## src/rtl/c3aibadapt_avmm_rdfifo_ctrl.sv

```systemverilog
// AVMM read-return FIFO sequencer: pops BEATS narrow entries, assembles one wide readdata word,
// and tracks outstanding commands. Optional idle timeout enabled by C3AIBADAPT_AVMM_RDFIFO_TMO_EN.
module c3aibadapt_avmm_rdfifo_ctrl #(
    parameter int unsigned DWIDTH     = 4,
    parameter int unsigned BEATS      = 8,
    parameter int unsigned MAX_OUTSTD = 4,
    parameter int unsigned CNTW       = 3,
    parameter int unsigned TMO_W      = 10
) (
    input  logic                     rd_clk,
    input  logic                     rd_srst,
    input  logic                     r_ctrl_en,
    input  logic [TMO_W-1:0]         r_timeout,
    input  logic                     cmd_issue,
    output logic                     cmd_ready,
    input  logic                     fifo_rd_empty,
    input  logic [DWIDTH-1:0]        fifo_rd_data,
    output logic                     fifo_rd_en,
    output logic                     fifo_flush,
    output logic [DWIDTH*BEATS-1:0]  avmm_readdata,
    output logic                     avmm_readdatavalid,
    output logic                     avmm_rsp_err,
    output logic [CNTW-1:0]          outstd_cnt
);

    localparam int unsigned RDW       = DWIDTH * BEATS;
    localparam int unsigned BCW       = (BEATS > 1) ? $clog2(BEATS) : 1;
    localparam logic [BCW-1:0]  LAST_BEAT = BCW'(BEATS - 1);
    localparam logic [CNTW-1:0] MAX_CNT   = CNTW'(MAX_OUTSTD);

    typedef enum logic [1:0] {
        ST_IDLE    = 2'd0,
        ST_COLLECT = 2'd1,
        ST_DELIVER = 2'd2
    } state_t;

    state_t          state_q;
    state_t          state_d;
    logic [BCW-1:0]  beat_q;
    logic [RDW-1:0]  asm_q;
    logic [RDW-1:0]  asm_c;
    logic [CNTW-1:0] outstd_d;
    logic            pop_c;
    logic            last_pop_c;
    logic            deliver_c;
    logic            issue_c;
    logic            tmo_hit_c;

`ifdef C3AIBADAPT_AVMM_RDFIFO_TMO_EN
    logic [TMO_W-1:0] idle_q;

    // Timeout fires on the idle cycle that brings the count up to the threshold.
    assign tmo_hit_c = (state_q == ST_COLLECT) && r_ctrl_en && !pop_c &&
                       (r_timeout != '0) && (idle_q >= (r_timeout - TMO_W'(1)));

    always_ff @(posedge rd_clk) begin
        if (rd_srst || (state_q != ST_COLLECT) || pop_c || tmo_hit_c) begin
            idle_q <= '0;
        end else if (r_ctrl_en && (r_timeout != '0) && (idle_q != '1)) begin
            idle_q <= idle_q + TMO_W'(1);
        end
    end
`else
    logic unused_tmo;
    assign unused_tmo = ^r_timeout;
    assign tmo_hit_c  = 1'b0;
`endif

    always_ff @(posedge rd_clk) begin
        if (rd_srst) begin
            state_q <= ST_IDLE;
        end else begin
            state_q <= state_d;
        end
    end

    always_comb begin
        state_d = state_q;
        case (state_q)
            ST_IDLE:    if ((outstd_cnt != '0) && r_ctrl_en) state_d = ST_COLLECT;
            ST_COLLECT: if (last_pop_c || tmo_hit_c)         state_d = ST_DELIVER;
            ST_DELIVER: state_d = ST_IDLE;
            default:    state_d = ST_IDLE;
        endcase
    end

    // Pop strobe, beat insertion and outstanding-count arithmetic.
    always_comb begin
        pop_c      = (state_q == ST_COLLECT) && r_ctrl_en && !fifo_rd_empty;
        last_pop_c = pop_c && (beat_q == LAST_BEAT);
        deliver_c  = (state_q == ST_DELIVER);
        issue_c    = cmd_issue && cmd_ready;
        asm_c      = asm_q;
        asm_c[beat_q*DWIDTH +: DWIDTH] = fifo_rd_data;
        outstd_d   = outstd_cnt;
        if (issue_c && !deliver_c) begin
            outstd_d = outstd_cnt + CNTW'(1);
        end else if (!issue_c && deliver_c) begin
            outstd_d = outstd_cnt - CNTW'(1);
        end
    end

    assign fifo_rd_en = pop_c;

    always_ff @(posedge rd_clk) begin
        if (rd_srst) begin
            beat_q             <= '0;
            asm_q              <= '0;
            avmm_readdata      <= '0;
            avmm_readdatavalid <= 1'b0;
            avmm_rsp_err       <= 1'b0;
            fifo_flush         <= 1'b0;
            outstd_cnt         <= '0;
            cmd_ready          <= 1'b0;
        end else begin
            avmm_readdatavalid <= last_pop_c || tmo_hit_c;
            avmm_rsp_err       <= tmo_hit_c;
            fifo_flush         <= tmo_hit_c;
            outstd_cnt         <= outstd_d;
            cmd_ready          <= (outstd_d < MAX_CNT);
            if (tmo_hit_c) begin
                beat_q        <= '0;
                avmm_readdata <= '0;
            end else if (pop_c) begin
                asm_q <= asm_c;
                if (last_pop_c) begin
                    beat_q        <= '0;
                    avmm_readdata <= asm_c;
                end else begin
                    beat_q <= beat_q + BCW'(1);
                end
            end
        end
    end

endmodule

```

## config.mk

```make
export PLATFORM = sky130hd
export DESIGN_NAME = c3aibadapt_avmm_rdfifo_ctrl
export DESIGN_NICKNAME = d
export VERILOG_FILES = /design/src/rtl/c3aibadapt_avmm_rdfifo_ctrl.sv
export SDC_FILE = /design/constraint.sdc
export NUM_CORES = 1
export LEC_CHECK = 0
export CORE_MARGIN = 5
export CORE_UTILIZATION = 54
export DETAILED_ROUTE_END_ITERATION = 10
export GPL_ROUTABILITY_DRIVEN = 0
export GPL_TIMING_DRIVEN = 0
export PLACE_DENSITY = 0.8
export REMOVE_ABC_BUFFERS = 1
export SYNTH_ARGS = -nofsm -noshare
export SYNTH_HDL_FRONTEND = slang
export SYNTH_SLANG_ARGS = --single-unit
```

## constraint.sdc

```tcl
create_clock -name rd_clk -period 3.07 [get_ports rd_clk]
set_clock_uncertainty 0.1 [all_clocks]
set_input_delay 0.614 -clock rd_clk [delete_from_list [all_inputs] [get_ports rd_clk]]
set_output_delay 0.614 -clock rd_clk [all_outputs]
set_load 0.01 [all_outputs]
```

==> summary.md, run 1 <==
| Metric | Value |
|---|---|
| Sequential element share of the synthesized area | `39.55%` |
| Avg Vias per Cell | `6.346` |
| DR WL/cell | `17.05 um` |
| Leakage | `1.345 nW` |
| Setup crit start kind | `input port` |
| Hold_sp | `asm_q[1]` |
| CORE AREA | `0.006756 mm^2` |
| Crit path largest cell delay | `0.47 ns` |
| Synth area leader | `dfxtp_1` |
| Std cell rows | `30` |
| Max Slew Vio Count | `0` |
| Initial antenna violation count | `0` |
| Final instance area | `0.004305 mm^2` |
| Cell chain of the critical path | `clkdlybuf4s50_1 > nand4bb_4 > inv_12 > dlygate4sd2_1` |
| Required time of the worst setup path | `2.36 ns` |
| Die Wd | `93.29 um` |
| RSZ-0062 raised after global routing | `false` |
| Hold WC Path Type | `register to register` |
| First-pass GRT wire length | `14.36 mm` |
| Maximum VDD drop | `257.2 uV` |
| Clk root buf | `clkbuf_8` |
| Pin count of the biggest net entering global routing | `59` |
| Crit Reg-Reg Startpoint | `beat_q[0]` |
| N_diodes | `0` |
| Area Growth Syn to Fin | `14.93%` |
| Relative slew slack | `31.88%` |
| Crit path arrival time | `2.23 ns` |
| Highest metal used | `met4` |
| Largest cells by area after synthesis | `dfxtp_1 40%, a21oi_1 7.5%, a311oi_1 7.0%` |
| Most frequent cells in the layout | `73 x dfxtp_1, 56 x a21oi_1, 54 x nand2_1` |
| Vias in the first global route | `2963` |
| Avg Inst Size Synth | `8.612 um^2` |
| TritonCTS Buffers | `9` |
| Critical path fanouts, max | `58` |
| Minimum clock period | `2.939 ns` |
| Hold Crit Endpoint | `asm_q[1]` |
| FMAX | `0.3402 GHz` |
| Status | `finished clean` |
| DR pass1 iterations | `5` |
| Sw power | `0.4096 mW` |
| Mapped cell area | `0.003746 mm^2` |
| Metal1 wirelength | `3.945 mm` |
| Yosys Warn Count | `0` |
| Crit path max-delay family | `buffers and inverters` |
| Setup crit start | `fifo_rd_empty` |
| DP Area | `0.004066 mm^2` |
| Worst Max-Slew Pin Slew | `1.018 ns` |
| Max Cap Violations | `0` |
| Critical R2R Capture | `avmm_readdata[11]` |
| Met3 Wirelength | `563 um` |
| Part of the power in combinational logic | `5.1%` |
| Hpwl dp | `5.520 mm` |
| Post-layout util | `63.72%` |
| Routed vias | `3357` |
| Final net count | `474` |
| Chip height | `93.29 um` |
| Cell internal pwr | `1.387 mW` |
| IO buf count | `46` |
| H-tree depth | `3` |
| Yosys reg bits | `74` |
| Starting Density | `55.44%` |
| Commonest non-fill, non-tap cell in the layout | `dfxtp_1` |
| All-layer global routing usage | `20.85%` |
| Reg2Reg Setup Slack | `0.26 ns` |
| Top cell type's share of synthesized area | `39.55%` |
| # DRC | `0` |
| Clock slew at reported path FFs | `0.07 ns` |
| IO Pins | `59` |
| Power Density | `417.3 mW/mm^2` |
| Levels on crit path | `4` |
| CP bufs+invs | `3` |
| Synth unique cells | `43` |
| Worst r2r path cells | `6` |
| Layout cells sized above 1 | `8.018%` |
| Finish-stage setup viols | `0` |
| Crit path max-delay cell type | `nand4bb_4` |
| Setup crit end kind | `output pin` |
| Clock share of power | `41.0%` |
| Buffer count from post-CTS setup fixing | `0` |
| Max clock buf depth | `2` |
| Setup CP Type | `input port to output pin` |
| Final Hold Viols | `0` |
| Switch share | `22.80%` |
| Count of clock tree sinks | `74` |
| TritonCTS clock tree | `done` |
| Tcrit/Tclk final | `95.75%` |
| Total grt overflow | `0` |
| Routed wl met2 | `4.265 mm` |
| Number of cells produced by synthesis | `435` |
| WL final | `9.022 mm` |
| DRT iter0 DRCs | `235` |
| Worst-skew pair later-pin latency | `0.35 ns` |
| Die area | `0.008703 mm^2` |
| Post-DRT Antenna Nets | `0` |
| Hold path cells | `2` |
| Sequential share of power | `53.9%` |
==> worst reg2reg max path, delay by kind of cell (launching register included) <==
family                   cells  cell delay, ns
adder cells (fa/ha/maj)      2            0.83
AND/OR/NAND/NOR              1            0.49
flip-flops                   1            0.58
buffers and inverters        2            0.56
AO/OA/AOI/OAI                1            0.11
==> worst max-delay path by stage <==
stage | slack [ns] | endpoint
after floorplan | -0.25 | avmm_readdata[27]
after detailed placement | -1.69 | fifo_rd_en
after global placement | -1.62 | fifo_rd_en
after global routing | 0.06 | fifo_rd_en
after CTS | 0.03 | avmm_readdata[11]
final | 0.13 | fifo_rd_en
==> through the flow <==
step                      hold slack [ns]  TNS, ns  power, mW  std cells  setup WS, ns
final                              0.3585        0      1.797        529        0.1306
after global routing               0.3906        0      1.858        529       0.06292
after CTS                          0.3631        0      1.801        529       0.03419
after detailed placement           0.3477   -57.77      1.075        513        -1.692
after global placement             0.3341   -81.99      1.071        511        -1.620
after floorplan                    0.3108   -7.282      1.030        385       -0.2540
==> layout make-up <==
class                      instances  area (um^2)
clock buffer                      12        145.1
fill                             589         2451
clock inverter                     3        40.04
inverter                          10        50.05
timing repair buffer              48        484.2
multi-input combinational        302         2003
tap                               80        100.1
sequential                        74         1483
==> metal layers <==
metal | track usage [%] | vias up
li1 | - | 1623
met1 | 26.49 | 1585
met2 | 33.59 | 126
met3 | 3.298 | 23
met4 | 11.60 | 0
met5 | 0 | -
==> flip-flops by register name, indices dropped and copies added, names as in the netlist <==
signal              count
beat_q                  3
outstd_cnt              3
asm_q                  32
state_q                 2
avmm_readdatavalid      1
avmm_readdata          32
cmd_ready               1
==> power by group through the flow <==
stage | clock network [mW] | logic (mW) | registers (mW)
after floorplan | 0 | 0.0409 | 0.989
after global placement | 0 | 0.0817 | 0.989
after detailed placement | 0 | 0.0860 | 0.989
after CTS | 0.743 | 0.0899 | 0.968
after global routing | 0.791 | 0.0979 | 0.968
final | 0.737 | 0.0911 | 0.968
==> logic make-up (layout without fill, tap and decap cells) <==
kind of cell | after synthesis | in the layout | synth area share, %
buffers and inverters | 61 | 73 | 8.283
adder cells (fa/ha/maj) | 10 | 10 | 3.340
AO/OA/AOI/OAI | 131 | 131 | 22.31
flip-flops | 74 | 74 | 39.55
multiplexers | 12 | 12 | 3.207
AND/OR/NAND/NOR | 146 | 147 | 23.21
other | 1 | 2 | 0.1001
==> cells in the mapped netlist, drive strengths merged <==
cell / n
a211oi: 3
a21boi: 1
a21oi: 56
a311oi: 32
and3b: 5
and4b: 1
and4bb: 3
buf: 31
clkbuf: 20
conb: 1
dfxtp: 74
ha: 10
inv: 10
mux2i: 12
nand2: 54
nand2b: 3
nand3: 31
nand3b: 2
nand4: 10
nand4b: 5
nand4bb: 3
nor2: 6
nor2b: 6
nor3: 4
nor3b: 2
nor4b: 5
o21a: 1
o21ai: 26
o31ai: 8
o41ai: 4
or2: 2
or2b: 1
or4b: 3
==> repair_timing <==
item | in CTS | in global routing
gates resized for setup | 11 | 1
pin swaps | 1 | 0
hold buffers | 0 | 0
gates cloned | 1 | 0
setup endpoints to repair | 68 | 53
Power figures use the tool's default switching activity.
==> run 2: changes to the inputs <==
--- a/config.mk
+++ b/config.mk
@@ -9,7 +9,6 @@
 export CORE_UTILIZATION = 54
 export DETAILED_ROUTE_END_ITERATION = 10
 export GPL_ROUTABILITY_DRIVEN = 0
-export GPL_TIMING_DRIVEN = 0
 export PLACE_DENSITY = 0.8
 export REMOVE_ABC_BUFFERS = 1
 export SYNTH_ARGS = -nofsm -noshare
==> run 2 against run 1 <==
Against the previous run:
- final area is 0.99% higher
- via count fell by 2.7%
- critical path type is now register to register
- largest cell class unchanged
- clock-buffer cell count stayed put
- global-route usage unchanged
==> summary.md, run 2 (synthesized netlist as in run 1, its figures left out) <==
| Metric | Value |
|---|---|
| Chip height | `93.29 um (unchanged)` |
| # placed instances | `521 (+1.6%)` |
| DP Area | `0.004110 mm^2 (+1.1%)` |
| Final net count | `481 (+1.5%)` |
| Status | `finished clean` |
| IO buf count | `46 (unchanged)` |
| H-tree depth | `3 (unchanged)` |
| Area Growth Syn to Fin | `16.07%` |
| TritonCTS clock tree | `done` |
| Pin count of the biggest net entering global routing | `62 (+5.1%)` |
| Sw power | `0.4187 mW (+2.2%)` |
| Vias in the first global route | `2976 (+0.44%)` |
| First-pass GRT wire length | `14.43 mm (+0.53%)` |
| # DRC | `0 (unchanged)` |
| Setup crit start kind | `register` |
| Hold WC Path Type | `register to register` |
| WL final | `8.764 mm (-2.9%)` |
| Final total power | `1.936 mW (+7.7%)` |
| DR WL/cell | `16.32 um (-4.3%)` |
| Std cell rows | `30 (unchanged)` |
| RSZ-0062 raised after global routing | `false` |
| DRT iter0 DRCs | `233 (-0.85%)` |
| Relative slew slack | `51.06% (+19 points)` |
| Worst-skew pair later-pin latency | `0.35 ns (about the same)` |
| Worst Max-Slew Pin Slew | `0.7326 ns (-0.2854 ns)` |
| IO Pins | `59 (unchanged)` |
| Clock share of power | `45.5% (+4.5 points)` |
| Initial antenna violation count | `0 (unchanged)` |
| All-layer global routing usage | `20.85% (unchanged)` |
| DR pass1 iterations | `4 (-1)` |
| Max Slew Vio Count | `0 (unchanged)` |
| Total grt overflow | `0 (unchanged)` |
| Buffer count from post-CTS setup fixing | `0 (unchanged)` |
| Die Wd | `93.29 um (unchanged)` |
| Critical R2R Capture | `asm_q[19]` |
| Clk root buf | `clkbuf_8` |
| CP Capture Point | `asm_q[19]` |
| Layout cells sized above 1 | `9.190% (+1.2 points)` |
| Post-layout util | `64.35% (+0.63 points)` |
| Avg Vias per Cell | `6.082 (-4.2%)` |
| Setup WS post-layout | `0.4651 ns (+0.3345 ns)` |
| Leakage | `1.396 nW (+3.8%)` |
| Max clock buf depth | `2 (unchanged)` |
| Final Hold Viols | `0 (unchanged)` |
| Routed vias | `3266 (-2.7%)` |
| Hold_sp | `state_q[1]` |
| CTS resizes | `0 (-11)` |
| Tcrit/Tclk final | `84.85% (-11 points)` |
| Maximum VDD drop | `286.2 uV (+11%)` |
| Required time of the worst setup path | `3.18 ns (+0.82 ns)` |
| Count of clock tree sinks | `74 (unchanged)` |
| Finish-stage setup viols | `0 (unchanged)` |
| Final instance area | `0.004348 mm^2 (+0.99%)` |
| Power Density | `445.2 mW/mm^2 (+6.7%)` |
| TritonCTS Buffers | `9 (unchanged)` |
| Setup CP Type | `register to register` |
| Max Cap Violations | `0 (unchanged)` |
| Setup crit end kind | `register` |
| Die area | `0.008703 mm^2 (unchanged)` |
| Dpl ws | `0.4803 ns (+2.173 ns)` |
| Switch share | `21.63% (-1.2 points)` |
| Hold Buf Count CTS | `0 (unchanged)` |
| Clock slew at reported path FFs | `0.07 ns (about the same)` |
| Commonest non-fill, non-tap cell in the layout | `dfxtp_1` |
| N_diodes | `0 (unchanged)` |
| Critical path fanouts, max | `17 (-71%)` |
| Cell internal pwr | `1.517 mW (+9.4%)` |
| Part of the power in combinational logic | `4.6% (-0.5 points)` |
| Worst r2r path cells | `6 (unchanged)` |
| Setup crit start | `beat_q[1]` |
| FMAX | `0.3839 GHz (+13%)` |
| Hpwl dp | `5.580 mm (+1.1%)` |
| FILL cells | `566 (-3.9%)` |
| Reg2Reg Setup Slack | `0.47 ns (+0.21 ns)` |
| Finished Layout Cells | `537 (+1.5%)` |
| Minimum clock period | `2.605 ns (-0.3345 ns)` |
| Crit Reg-Reg Startpoint | `beat_q[1]` |
| Most frequent cells in the layout | `74 x dfxtp_1, 56 x a21oi_1, 54 x nand2_1` |
| CORE AREA | `0.006756 mm^2 (unchanged)` |
| Crit path arrival time | `2.72 ns (+0.49 ns)` |
| Post-DRT Antenna Nets | `0 (unchanged)` |
| Starting Density | `55.44% (unchanged)` |
| Sequential share of power | `49.9% (-4.0 points)` |
| Largest regs | `asm_q x32, avmm_readdata x32` |
run 2: cell type report:
class / count / area [um^2] / share of cell area (%)
tap: 80 / 100.1 / 2.302
multi-input combinational: 301 / 1961 / 45.09
clock inverter: 4 / 72.57 / 1.669
sequential: 74 / 1481 / 34.07
inverter: 10 / 37.54 / 0.8633
timing repair buffer: 56 / 530.5 / 12.20
clock buffer: 12 / 165.2 / 3.799
run 2: worst min path at each step:
stage,end,cells past startpoint
global route,asm_q[11],2
detailed placement,state_q[0],1
global placement,state_q[0],1
floorplan,state_q[0],1
finish,state_q[0],1
CTS,state_q[0],1
run 2: power groups by stage:
stage          clock network, mW  registers [mW]  logic (mW)
6_report                   0.881           0.965      0.0893
3_3_place_gp                   0           0.988      0.0859
4_1_cts                    0.890           0.965      0.0886
5_1_grt                    0.936           0.965      0.0980
2_1_floorplan                  0           0.989      0.0409
3_5_place_dp                   0           0.988      0.0881
run 2: metal layers:
layer  up-vias  share of wire, %  track usage [%]
met1      1531                44            26.79
li1       1627                 -                -
met5         -                 0                0
met3        15               5.5            4.103
met2        93                49            34.54
met4         0               1.6            7.692
run 2: metrics by stage:
stage                     hold WS (ns)  TNS, ns
final                           0.3569        0
after global routing            0.3837        0
after CTS                       0.3586        0
after detailed placement        0.3434        0
after global placement          0.3374        0
after floorplan                 0.3108   -7.282
run 2: critical path: stages, from the launching register on:
cell	delay [ns]
dfxtp_1	0.45
inv_1	0.07
ha_1	0.20
ha_1	0.65
or4b_1	0.64
o31ai_1	0.27
a21oi_1	0.10
==> run 3: changes to the inputs <==
==> constraint.sdc (replaced) <==
create_clock -name rd_clk -period 2.72 [get_ports rd_clk]
set_clock_uncertainty 0.1 [all_clocks]
set_input_delay 0.544 -clock rd_clk [delete_from_list [all_inputs] [get_ports rd_clk]]
set_output_delay 0.544 -clock rd_clk [all_outputs]
set_load 0.01 [all_outputs]
==> run 3 against run 2 <==
Against the previous run:
- global-route usage increased by 0.22 points
- sequential power increased by 13%
- largest cell class unchanged
- critical path type unchanged
- non-clock buffer count increased by 4
- flip-flop and latch count unchanged
- cell count increased by 0.74%
- worst setup slack got worse by 0.24 ns
- combinational power increased by 16%
==> summary.md, run 3 (synthesized netlist as in run 1, its figures left out) <==
| Metric | Value |
|---|---|
| Status | `finished clean` |
| Switch share | `22.32% (+0.69 points)` |
| Die Wd | `93.29 um (unchanged)` |
| Setup WS post-layout | `0.2298 ns (-0.2353 ns)` |
| Sw power | `0.4734 mW (+13%)` |
| Hold WC Path Type | `register to register` |
| Setup crit start kind | `register` |
| IO buf count | `46 (unchanged)` |
| Max clock buf depth | `2 (unchanged)` |
| IO Pins | `59 (unchanged)` |
| Worst-skew pair later-pin latency | `0.35 ns (about the same)` |
| H-tree depth | `3 (unchanged)` |
| Starting Density | `55.44% (unchanged)` |
| Hpwl dp | `5.617 mm (+0.67%)` |
| Routed vias | `3279 (+0.40%)` |
| Post-DRT Antenna Nets | `0 (unchanged)` |
| Chip height | `93.29 um (unchanged)` |
| Relative slew slack | `56.25% (+5.2 points)` |
| Minimum clock period | `2.490 ns (-0.1147 ns)` |
| All-layer global routing usage | `21.07% (+0.22 points)` |
| N_diodes | `0 (unchanged)` |
| Critical path fanouts, max | `15 (-2)` |
| Total grt overflow | `0 (unchanged)` |
| Setup crit end kind | `register` |
| # DRC | `0 (unchanged)` |
| CORE AREA | `0.006756 mm^2 (unchanged)` |
| DRT iter0 DRCs | `280 (+20%)` |
| Tcrit/Tclk final | `91.55% (+6.7 points)` |
| Count of clock tree sinks | `74 (unchanged)` |
| Cell internal pwr | `1.648 mW (+8.6%)` |
| Largest regs | `asm_q x32, avmm_readdata x32` |
| First-pass GRT wire length | `14.75 mm (+2.2%)` |
| Buffer count from post-CTS setup fixing | `0 (unchanged)` |
| Worst Max-Slew Pin Slew | `0.6563 ns (-0.07637 ns)` |
| Die area | `0.008703 mm^2 (unchanged)` |
| FILL cells | `575 (+1.6%)` |
| Cell chain of the critical path | `inv_1 > ha_1 > ha_1 > or4b_1 > o31ai_1 > a21oi_1` |
| CP bufs+invs | `1 (unchanged)` |
| DR WL/cell | `16.44 um (+0.71%)` |
| Setup CP Type | `register to register` |
| Crit path largest cell delay | `0.62 ns (-0.03 ns)` |
| TritonCTS clock tree | `done` |
| Finish-stage setup viols | `0 (unchanged)` |
| Commonest non-fill, non-tap cell in the layout | `dfxtp_1` |
| Crit-path most repeated cell | `ha_1` |
| Required time of the worst setup path | `2.83 ns (-0.35 ns)` |
| Avg Vias per Cell | `6.061 (-0.34%)` |
| Hold Buf Count CTS | `0 (unchanged)` |
| Final total power | `2.121 mW (+9.6%)` |
| Max Cap Violations | `0 (unchanged)` |
| Layout cells sized above 1 | `9.978% (+0.79 points)` |
| Sequential share of power | `51.4% (+1.5 points)` |
| Clock slew at reported path FFs | `0.08 ns (about the same)` |
| Pin count of the biggest net entering global routing | `62 (unchanged)` |
| CTS resizes | `0 (unchanged)` |
| Most frequent cells in the layout | `74 x dfxtp_1, 56 x a21oi_1, 54 x nand2_1` |
| Crit path arrival time | `2.60 ns (-0.12 ns)` |
| Std cell rows | `30 (unchanged)` |
| WL final | `8.892 mm (+1.5%)` |
| Max Slew Vio Count | `0 (unchanged)` |
| Crit path max-delay family | `adder cells` |
| DR pass1 iterations | `5 (+1)` |
| Initial antenna violation count | `0 (unchanged)` |
| RSZ-0062 raised after global routing | `false` |
| Clock share of power | `43.8% (-1.7 points)` |
| Final net count | `485 (+0.83%)` |
| Reg2Reg Setup Slack | `0.23 ns (-0.24 ns)` |
| Leakage | `1.405 nW (+0.70%)` |
| Area Growth Syn to Fin | `16.50%` |
| Final Hold Viols | `0 (unchanged)` |
| FMAX | `0.4016 GHz (+4.6%)` |
| TritonCTS Buffers | `9 (unchanged)` |
| Vias in the first global route | `3126 (+5.0%)` |
| Dpl ws | `0.2416 ns (-0.2386 ns)` |
| Maximum VDD drop | `235.8 uV (-18%)` |
| Clk root buf | `clkbuf_8` |
| Power Density | `486.1 mW/mm^2 (+9.2%)` |
| Part of the power in combinational logic | `4.9% (+0.3 points)` |
| Crit path max-delay cell type | `or4b_1` |
| Post-layout util | `64.59% (+0.24 points)` |
-- run 3: per-stage QoR --
stage          hold WS, ns  std cells  area, um^2  TNS (ns)
2_1_floorplan       0.3108        385        3477    -18.58
3_3_place_gp        0.3352        525        4140         0
3_5_place_dp        0.3523        525        4140         0
4_1_cts             0.3622        541        4364         0
5_1_grt             0.3785        541        4364         0
6_report            0.3582        541        4364         0
-- run 3: area by class of cell --
cell class	instances	area (um^2)	area share, %
Clock buffer	13	178.9	4.100
Multi-Input combinational cell	301	1961	44.93
Sequential cell	74	1481	33.94
Tap cell	80	100.1	2.294
Clock inverter	3	45.04	1.032
Inverter	10	37.54	0.8601
Timing Repair Buffer	60	560.5	12.84
-- run 3: tightest hold or removal path: stages, from the launching register on --
cell     delay, ns
dfxtp_1       0.31
nand2_1       0.05
mux2i_1       0.05
-- run 3: worst paths after layout --
check / cells past startpoint / to / startpoint
worst max-delay path: 6 / asm_q[19] / beat_q[1]
worst max register to register: 6 / asm_q[19] / beat_q[1]
worst min-delay path: 2 / asm_q[3] / asm_q[3]
worst min register to register: 2 / asm_q[3] / asm_q[3]
-- run 3: routing by layer --
| layer | global-route usage [%] | share of wire [%] | vias up |
|---|---|---|---|
| li1 | - | - | 1638 |
| met1 | 26.81 | 45 | 1533 |
| met2 | 34.78 | 48 | 98 |
| met3 | 3.459 | 5.4 | 10 |
| met4 | 9.768 | 1.7 | 0 |
| met5 | 0 | 0 | - |
-- run 3: power groups by stage --
| stage | logic [mW] | registers (mW) | clock network, mW |
|---|---|---|---|
| floorplan | 0.0461 | 1.12 | 0 |
| global placement | 0.0990 | 1.11 | 0 |
| CTS | 0.103 | 1.09 | 0.942 |
| global route | 0.113 | 1.09 | 0.986 |
| detailed placement | 0.102 | 1.11 | 0 |
| finish | 0.104 | 1.09 | 0.928 |
